File: config.mk
export PLATFORM = sky130hd
export DESIGN_NAME = mem_stage
export DESIGN_NICKNAME = d
export VERILOG_FILES = /design/src/rtl/mem_pkg.sv /design/src/rtl/mem_load_align.sv /design/src/rtl/mem_stage.sv
export SDC_FILE = /design/constraint.sdc
export NUM_CORES = 1
export LEC_CHECK = 0
export ABC_AREA = 1
export CAP_MARGIN = 5
export CELL_PAD_IN_SITES_DETAIL_PLACEMENT = 1
export CELL_PAD_IN_SITES_GLOBAL_PLACEMENT = 1
export CORE_UTILIZATION = 36
export DETAILED_ROUTE_END_ITERATION = 6
export PLACE_DENSITY_LB_ADDON = 0.1
export SLEW_MARGIN = 5
export SYNTH_ARGS = -nofsm -noshare
export SYNTH_HDL_FRONTEND = slang
export SYNTH_SLANG_ARGS = --single-unit
File: constraint.sdc
create_clock -name clk -period 15.2 [get_ports clk]
set_input_delay 2.28 -clock clk [delete_from_list [all_inputs] [get_ports clk]]
set_output_delay 2.28 -clock clk [all_outputs]
set_load 0.01 [all_outputs]
File: src/rtl/mem_pkg.sv
// Shared encodings for the memory-access stage: funct3 sizes, byte strobes, FSM states
// and the store lane-placement helpers.
package mem_pkg;

  localparam logic [2:0] F3Byte  = 3'b000;
  localparam logic [2:0] F3Half  = 3'b001;
  localparam logic [2:0] F3Word  = 3'b010;
  localparam logic [2:0] F3ByteU = 3'b100;
  localparam logic [2:0] F3HalfU = 3'b101;

  localparam logic [3:0] StrbNone   = 4'b0000;
  localparam logic [3:0] StrbLoHalf = 4'b0011;
  localparam logic [3:0] StrbHiHalf = 4'b1100;
  localparam logic [3:0] StrbWord   = 4'b1111;

  typedef enum logic [1:0] {
    StIdle,
    StBusy,
    StDone
  } mem_state_e;

  function automatic logic [3:0] store_strb(input logic [2:0] funct3, input logic [1:0] addr_lo);
    case (funct3)
      F3Byte:  store_strb = 4'b0001 << addr_lo;
      F3Half:  store_strb = addr_lo[1] ? StrbHiHalf : StrbLoHalf;
      default: store_strb = StrbWord;
    endcase
  endfunction

  // Narrow stores replicate the datum so every enabled lane carries it.
  function automatic logic [31:0] store_data(input logic [2:0] funct3, input logic [31:0] data);
    case (funct3)
      F3Byte:  store_data = {4{data[7:0]}};
      F3Half:  store_data = {2{data[15:0]}};
      default: store_data = data;
    endcase
  endfunction

endpackage

File: src/rtl/mem_load_align.sv
// Combinational load-lane selection with sign/zero extension for B/H/BU/HU/W.
module mem_load_align
  import mem_pkg::*;
(
  input  logic [31:0] rdata_i,
  input  logic [1:0]  addr_lo_i,
  input  logic [2:0]  funct3_i,
  output logic [31:0] data_o
);

  logic [7:0]  byte_sel;
  logic [15:0] half_sel;

  always_comb begin
    byte_sel = rdata_i[7:0];
    unique case (addr_lo_i)
      2'd0: byte_sel = rdata_i[7:0];
      2'd1: byte_sel = rdata_i[15:8];
      2'd2: byte_sel = rdata_i[23:16];
      2'd3: byte_sel = rdata_i[31:24];
    endcase
    // Halfword ignores addr[0]; misalignment is not trapped here.
    half_sel = addr_lo_i[1] ? rdata_i[31:16] : rdata_i[15:0];

    case (funct3_i)
      F3Byte:  data_o = {{24{byte_sel[7]}}, byte_sel};
      F3Half:  data_o = {{16{half_sel[15]}}, half_sel};
      F3ByteU: data_o = {24'h0, byte_sel};
      F3HalfU: data_o = {16'h0, half_sel};
      default: data_o = rdata_i;
    endcase
  end

endmodule

File: src/rtl/mem_stage.sv
// RV32 MEM stage: issues loads/stores on a request/ready port, stalls upstream while an
// access is outstanding and produces the MEM/WB register.
module mem_stage
  import mem_pkg::*;
#(
  parameter int unsigned DATA_W = 32,
  parameter int unsigned ADDR_W = 32,
  parameter int unsigned REG_AW = 5
) (
  input  logic              clk,
  input  logic              rst,
  input  logic [ADDR_W-1:0] result_in,
  input  logic [DATA_W-1:0] data2_in,
  input  logic [REG_AW-1:0] rd_in,
  input  logic [2:0]        funct3_in,
  input  logic              wb_memtoreg_in,
  input  logic              wb_regwrite_in,
  input  logic              mem_memread_in,
  input  logic              mem_memwrite_in,
  output logic              dm_req,
  output logic              dm_we,
  output logic [ADDR_W-1:0] dm_addr,
  output logic [3:0]        dm_wstrb,
  output logic [DATA_W-1:0] dm_wdata,
  input  logic              dm_ready,
  input  logic [DATA_W-1:0] dm_rdata,
  output logic              mem_stall,
  output logic [DATA_W-1:0] wb_data_out,
  output logic [DATA_W-1:0] alu_result_out,
  output logic [REG_AW-1:0] rd_out,
  output logic              wb_memtoreg_out,
  output logic              wb_regwrite_out
);

  mem_state_e        state_q, state_d;
  logic              req_q, req_d;
  logic              we_q, we_d;
  logic [ADDR_W-1:0] addr_q, addr_d;
  logic [3:0]        strb_q, strb_d;
  logic [DATA_W-1:0] wdata_q, wdata_d;
  logic [2:0]        funct3_q, funct3_d;
  logic [1:0]        addr_lo_q, addr_lo_d;
  logic [REG_AW-1:0] rd_lat_q, rd_lat_d;
  logic              regwrite_lat_q, regwrite_lat_d;
  logic              memtoreg_lat_q, memtoreg_lat_d;
  logic [DATA_W-1:0] rdata_q, rdata_d;
  logic [DATA_W-1:0] wb_data_q, wb_data_d;
  logic [DATA_W-1:0] alu_q, alu_d;
  logic [REG_AW-1:0] rd_q, rd_d;
  logic              memtoreg_q, memtoreg_d;
  logic              regwrite_q, regwrite_d;
  logic              stall_c;
  logic              access;
  logic [DATA_W-1:0] load_data;

  assign access = mem_memread_in | mem_memwrite_in;

  mem_load_align u_load_align (
    .rdata_i   (dm_rdata),
    .addr_lo_i (addr_lo_q),
    .funct3_i  (funct3_q),
    .data_o    (load_data)
  );

  always_comb begin
    state_d        = state_q;
    req_d          = req_q;
    we_d           = we_q;
    addr_d         = addr_q;
    strb_d         = strb_q;
    wdata_d        = wdata_q;
    funct3_d       = funct3_q;
    addr_lo_d      = addr_lo_q;
    rd_lat_d       = rd_lat_q;
    regwrite_lat_d = regwrite_lat_q;
    memtoreg_lat_d = memtoreg_lat_q;
    rdata_d        = rdata_q;
    wb_data_d      = wb_data_q;
    alu_d          = result_in;
    rd_d           = rd_in;
    memtoreg_d     = wb_memtoreg_in;
    regwrite_d     = wb_regwrite_in;
    stall_c        = 1'b0;

    unique case (state_q)
      StIdle: begin
        if (access) begin
          state_d        = StBusy;
          stall_c        = 1'b1;
          req_d          = 1'b1;
          we_d           = mem_memwrite_in;
          addr_d         = {result_in[ADDR_W-1:2], 2'b00};
          strb_d         = mem_memwrite_in ? store_strb(funct3_in, result_in[1:0]) : StrbNone;
          wdata_d        = mem_memwrite_in ? store_data(funct3_in, data2_in) : '0;
          funct3_d       = funct3_in;
          addr_lo_d      = result_in[1:0];
          rd_lat_d       = rd_in;
          regwrite_lat_d = wb_regwrite_in;
          memtoreg_lat_d = wb_memtoreg_in;
          regwrite_d     = 1'b0;
          memtoreg_d     = 1'b0;
        end
      end
      StBusy: begin
        stall_c    = 1'b1;
        regwrite_d = 1'b0;
        memtoreg_d = 1'b0;
        if (dm_ready) begin
          state_d = StDone;
          req_d   = 1'b0;
          if (!we_q) rdata_d = load_data;
        end
      end
      StDone: begin
        state_d    = StIdle;
        rd_d       = rd_lat_q;
        regwrite_d = regwrite_lat_q;
        memtoreg_d = memtoreg_lat_q;
        if (!we_q) wb_data_d = rdata_q;
      end
      default: state_d = StIdle;
    endcase
  end

  always_ff @(posedge clk or posedge rst) begin
    if (rst) begin
      state_q        <= StIdle;
      req_q          <= 1'b0;
      we_q           <= 1'b0;
      addr_q         <= '0;
      strb_q         <= '0;
      wdata_q        <= '0;
      funct3_q       <= '0;
      addr_lo_q      <= '0;
      rd_lat_q       <= '0;
      regwrite_lat_q <= 1'b0;
      memtoreg_lat_q <= 1'b0;
      rdata_q        <= '0;
      wb_data_q      <= '0;
      alu_q          <= '0;
      rd_q           <= '0;
      memtoreg_q     <= 1'b0;
      regwrite_q     <= 1'b0;
    end else begin
      state_q        <= state_d;
      req_q          <= req_d;
      we_q           <= we_d;
      addr_q         <= addr_d;
      strb_q         <= strb_d;
      wdata_q        <= wdata_d;
      funct3_q       <= funct3_d;
      addr_lo_q      <= addr_lo_d;
      rd_lat_q       <= rd_lat_d;
      regwrite_lat_q <= regwrite_lat_d;
      memtoreg_lat_q <= memtoreg_lat_d;
      rdata_q        <= rdata_d;
      wb_data_q      <= wb_data_d;
      alu_q          <= alu_d;
      rd_q           <= rd_d;
      memtoreg_q     <= memtoreg_d;
      regwrite_q     <= regwrite_d;
    end
  end

  assign dm_req          = req_q;
  assign dm_we           = we_q;
  assign dm_addr         = addr_q;
  assign dm_wstrb        = strb_q;
  assign dm_wdata        = wdata_q;
  // Reset must release the upstream freeze even if access inputs are still asserted.
  assign mem_stall       = stall_c & ~rst;
  assign wb_data_out     = wb_data_q;
  assign alu_result_out  = alu_q;
  assign rd_out          = rd_q;
  assign wb_memtoreg_out = memtoreg_q;
  assign wb_regwrite_out = regwrite_q;

endmodule
==> metrics.log <==
INFO  metric dp.final_hpwl = 15,900 µm
INFO  metric netSwitchingFraction = 37.4%
INFO  metric critPathRequiredTime = 12.92 ns
INFO  metric final.period_utilization = 42.0%
INFO  metric die_x = 149 µm
INFO  metric min-delay-path-class = register to register
INFO  metric arrival_time_at_the_worst_endpoint = 4.10 ns
INFO  metric hold_ws = 0.481 ns
INFO  metric cts-hold-fix-buffers = 0
INFO  metric initial_core_util = 36.8%
INFO  metric met3_track_usage_gr = 7.45%
INFO  metric timing_hold_violations_final = 0
INFO  metric post_synth.cell_area_avg = 8.84 µm²
INFO  metric finalNetCount = 1,220
INFO  metric detail_route.wirelength = 23,000 µm
INFO  metric antenna_found_initial = 0
INFO  metric timing.reg2reg.worst_path_depth = 7
INFO  metric area_growth_syn_to_layout = 42.6%
INFO  metric synth-async-reset-ratio = 100%
INFO  metric regToRegStartpoint = funct3_q[1]
INFO  metric timing_max_transition_violations_final = 0
INFO  metric io_pins = 253
INFO  metric globalplace.congestion = 0.784
INFO  metric drt-pass1-iter-count = 6
INFO  metric placement_rows = 53
INFO  metric groute.usage.overall = 21.8%
INFO  metric drc = 0
INFO  metric cts.htree.levels = 4
INFO  metric root_buffer = sky130_fd_sc_hd__clkbuf_16
INFO  metric grt_pass1_wl = 37,200 µm
INFO  metric drive_above_1_share = 7.13%
INFO  metric ys_seq_elements = 185
INFO  metric dieArea = 22,100 µm²
INFO  metric ys_dominant_reg_cell = sky130_fd_sc_hd__dfrtp_1
INFO  metric grt_setup_unrepaired = false
INFO  metric grt_pass1_vias = 7,048
INFO  metric grt_remaining_overflow = 0
INFO  metric ant_nets = 0
INFO  metric holdCritStartpoint = dm_wdata[11]
INFO  metric tritoncts = yes
INFO  metric coreArea = 21,000 µm²
INFO  metric synth_seq_area_share = 59.8%
INFO  metric relSlewSlack = 24.4%
INFO  metric outcome = finished, final reports clean
INFO  metric layout.filler_cells = 2,462
INFO  metric power.share.clock = 22.0%
INFO  metric vias = 6,632
INFO  metric worst-r2r-setup-slack = 12.96 ns
INFO  metric holdPathStages = 2
INFO  metric finalCriticalPeriod = 6.38 ns
INFO  metric clk_path_buf_depth = 2
INFO  metric grt_max_degree = 131
INFO  metric synthesis.area = 7740 µm²
INFO  metric cts_repair_resize_count = 0
INFO  metric post_cts_setup_inserts = 0
INFO  metric clock_latency_on_the_worst_skew_pair = 0.45 ns
INFO  metric timing.hold.worst_endpoint = dm_wdata[11]
INFO  metric tritoncts.num_buffers = 17
INFO  metric seq_area = 4630 µm²
INFO  metric comb_power_share = 40.2%
INFO  metric timing.max_cap.violations = 0
INFO  metric clock_sinks = 185
INFO  metric globalRoute.busiestLayer = met2
INFO  metric synthesis.instances = 876
INFO  metric critical_setup_path_class = primary input to output pin
INFO  metric avgViaCountPerCell = 4.75
INFO  metric yosys-top-cells-area = sky130_fd_sc_hd__dfrtp_1 (60%), sky130_fd_sc_hd__nand2_1 (15%), sky130_fd_sc_hd__inv_1 (4.6%), sky130_fd_sc_hd__o21ai_0 (4.3%), sky130_fd_sc_hd__nand3_1 (3.8%)
INFO  metric largest_fanout_on_the_critical_path = 42
INFO  metric setup_viol_count_final = 0
INFO  metric timing.fmax = 157 MHz
INFO  metric clock_skew = 0.0142 ns
INFO  metric critPathLaunch = mem_memwrite_in
INFO  metric met1_usage = 26.7%
INFO  metric antenna_cells_inserted = 0
INFO  metric p_leak = 5.45 nW
INFO  metric port_buffers = 250
INFO  metric vdd_drop_max = 127 µV
INFO  metric power.density_cell_area = 192 nW/µm²
INFO  metric worstSetupEndpointType = output pin
INFO  metric seq_power_share = 37.8%
INFO  metric overall_power_after_layout = 2.12 mW
INFO  metric switchingPower = 0.795 mW
INFO  metric synth_top_area_share = 59.8%
INFO  metric yosysWarningCount = 0
INFO  metric grt.met2_usage = 35.7%
INFO  metric worst_pin_slew = 1.13 ns
INFO  metric r2r-end = rdata_q[9]
INFO  metric detail_route.iter0.violations = 294
INFO  metric clkSlewWorstSetupHoldPaths = 0.08 ns
INFO  metric drt-wirelength-per-cell = 16.5 µm
INFO  metric dieHeight = 149 µm
INFO  metric fin_tns_setup = 0 ns
INFO  metric number_of_synthesized_flops_with_an_enable_pin = 0
INFO  metric multi_input_area = 2520 µm²
INFO  metric design_internal_power = 1.33 mW
INFO  metric crit_path_start_kind = primary input
INFO  metric post_synth_num_cell_types = 27
INFO  metric synth_largest_area_cell = sky130_fd_sc_hd__dfrtp_1
## power by group through the flow
stage / sequential [mW] / combinational [mW] / clock (mW)
6_report: 0.802 / 0.854 / 0.468
5_1_grt: 0.828 / 0.955 / 0.499
4_1_cts: 0.804 / 0.872 / 0.480
3_5_place_dp: 0.809 / 0.868 / 0
3_3_place_gp: 0.805 / 0.848 / 0
2_1_floorplan: 0.837 / 0.404 / 0
## logic make-up after synthesis
kind of cell | count (synthesis) | synth area share (%)
AOI/OAI and AO/OA | 103 | 7.05
buffers and inverters | 139 | 7.76
DFF | 185 | 59.8
muxes | 16 | 2.33
other | 1 | 0.0485
and+or+nand+nor | 432 | 23.0
## how the worst max path moves through the flow
stage | to | slack (ns) | cells past startpoint
5_1_grt | mem_stall | 8.71 | 7
2_1_floorplan | addr_lo_q[0] | 7.89 | 1
6_report | mem_stall | 8.82 | 7
3_3_place_gp | mem_stall | 8.81 | 7
3_5_place_dp | mem_stall | 8.80 | 7
4_1_cts | mem_stall | 8.80 | 7
## cell usage after synthesis, types with 3 or more instances
cell,n
sky130_fd_sc_hd__nand2_1,312
sky130_fd_sc_hd__dfrtp_1,185
sky130_fd_sc_hd__inv_1,94
sky130_fd_sc_hd__o21ai_0,67
sky130_fd_sc_hd__nand3_1,58
sky130_fd_sc_hd__nor2_1,35
sky130_fd_sc_hd__buf_2,21
sky130_fd_sc_hd__a21oi_1,20
sky130_fd_sc_hd__mux2_2,16
sky130_fd_sc_hd__or2_2,12
sky130_fd_sc_hd__a22o_1,8
sky130_fd_sc_hd__clkbuf_1,8
sky130_fd_sc_hd__o21ai_1,8
sky130_fd_sc_hd__buf_4,7
sky130_fd_sc_hd__nand2_2,5
sky130_fd_sc_hd__or2_0,4
sky130_fd_sc_hd__buf_6,3
## registers in the layout (all words and copies together), names as in the netlist, 2 cells and up
name / cells
dm_wstrb: 4
dm_wdata: 32
rd_out: 5
dm_addr: 30
addr_lo_q: 2
funct3_q: 3
wb_data_out: 32
rd_lat_q: 5
alu_result_out: 32
rdata_q: 32
state_q: 2
## through the flow
stage / cells / worst slack, ns / area (µm²) / util [%]
after floorplan: 877 / 7.89 / 7740 / -
final: 1397 / 8.82 / 11000 / 52.5
after CTS: 1397 / 8.80 / 11000 / 52.5
after global routing: 1397 / 8.71 / 11000 / 52.5
after detailed placement: 1365 / 8.80 / 10400 / 49.5
after global placement: 1365 / 8.81 / 10400 / 49.5
## cell usage in the layout, fill, tap and decap left out, types with 2 or more instances in the layout
master / count
sky130_fd_sc_hd__or2_0: 4
sky130_fd_sc_hd__nor2_4: 2
sky130_fd_sc_hd__clkdlybuf4s50_1: 250
sky130_fd_sc_hd__a21oi_1: 20
sky130_fd_sc_hd__nor2_2: 2
sky130_fd_sc_hd__inv_8: 6
sky130_fd_sc_hd__a22o_1: 8
sky130_fd_sc_hd__clkbuf_16: 17
sky130_fd_sc_hd__o21ai_0: 67
sky130_fd_sc_hd__nand3_1: 58
sky130_fd_sc_hd__or2_2: 12
sky130_fd_sc_hd__buf_4: 5
sky130_fd_sc_hd__inv_6: 2
sky130_fd_sc_hd__conb_1: 2
sky130_fd_sc_hd__nand2_1: 312
sky130_fd_sc_hd__o21ai_1: 7
sky130_fd_sc_hd__mux2_2: 16
sky130_fd_sc_hd__dfrtp_1: 185
sky130_fd_sc_hd__clkinv_4: 2
sky130_fd_sc_hd__clkinv_8: 5
sky130_fd_sc_hd__nor2_1: 35
sky130_fd_sc_hd__inv_1: 93
sky130_fd_sc_hd__nand2_2: 5
## metal layers
layer	vias up	share of wire, %
li1	3180	-
met1	3251	42
met2	172	48
met3	29	7.7
met4	0	2.0
met5	-	0
## layout make-up
| cell class | count | share of cell area, % |
|---|---|---|
| multi-input cells | 553 | 22.9 |
| well taps | 275 | 3.12 |
| clock inverters | 15 | 1.84 |
| clock buffers | 17 | 3.85 |
| inverters | 97 | 3.39 |
| flip-flops and latches | 185 | 41.9 |
| repair buffers | 255 | 23.0 |
## critical path, cell delays in order
cell	delay [ns]
sky130_fd_sc_hd__clkdlybuf4s50_1	0.52
sky130_fd_sc_hd__o21ai_4	0.06
sky130_fd_sc_hd__inv_1	0.07
sky130_fd_sc_hd__buf_4	0.41
sky130_fd_sc_hd__nor2_1	0.11
sky130_fd_sc_hd__nor2_1	0.10
sky130_fd_sc_hd__clkdlybuf4s50_1	0.54
Power figures use the tool's default switching activity.
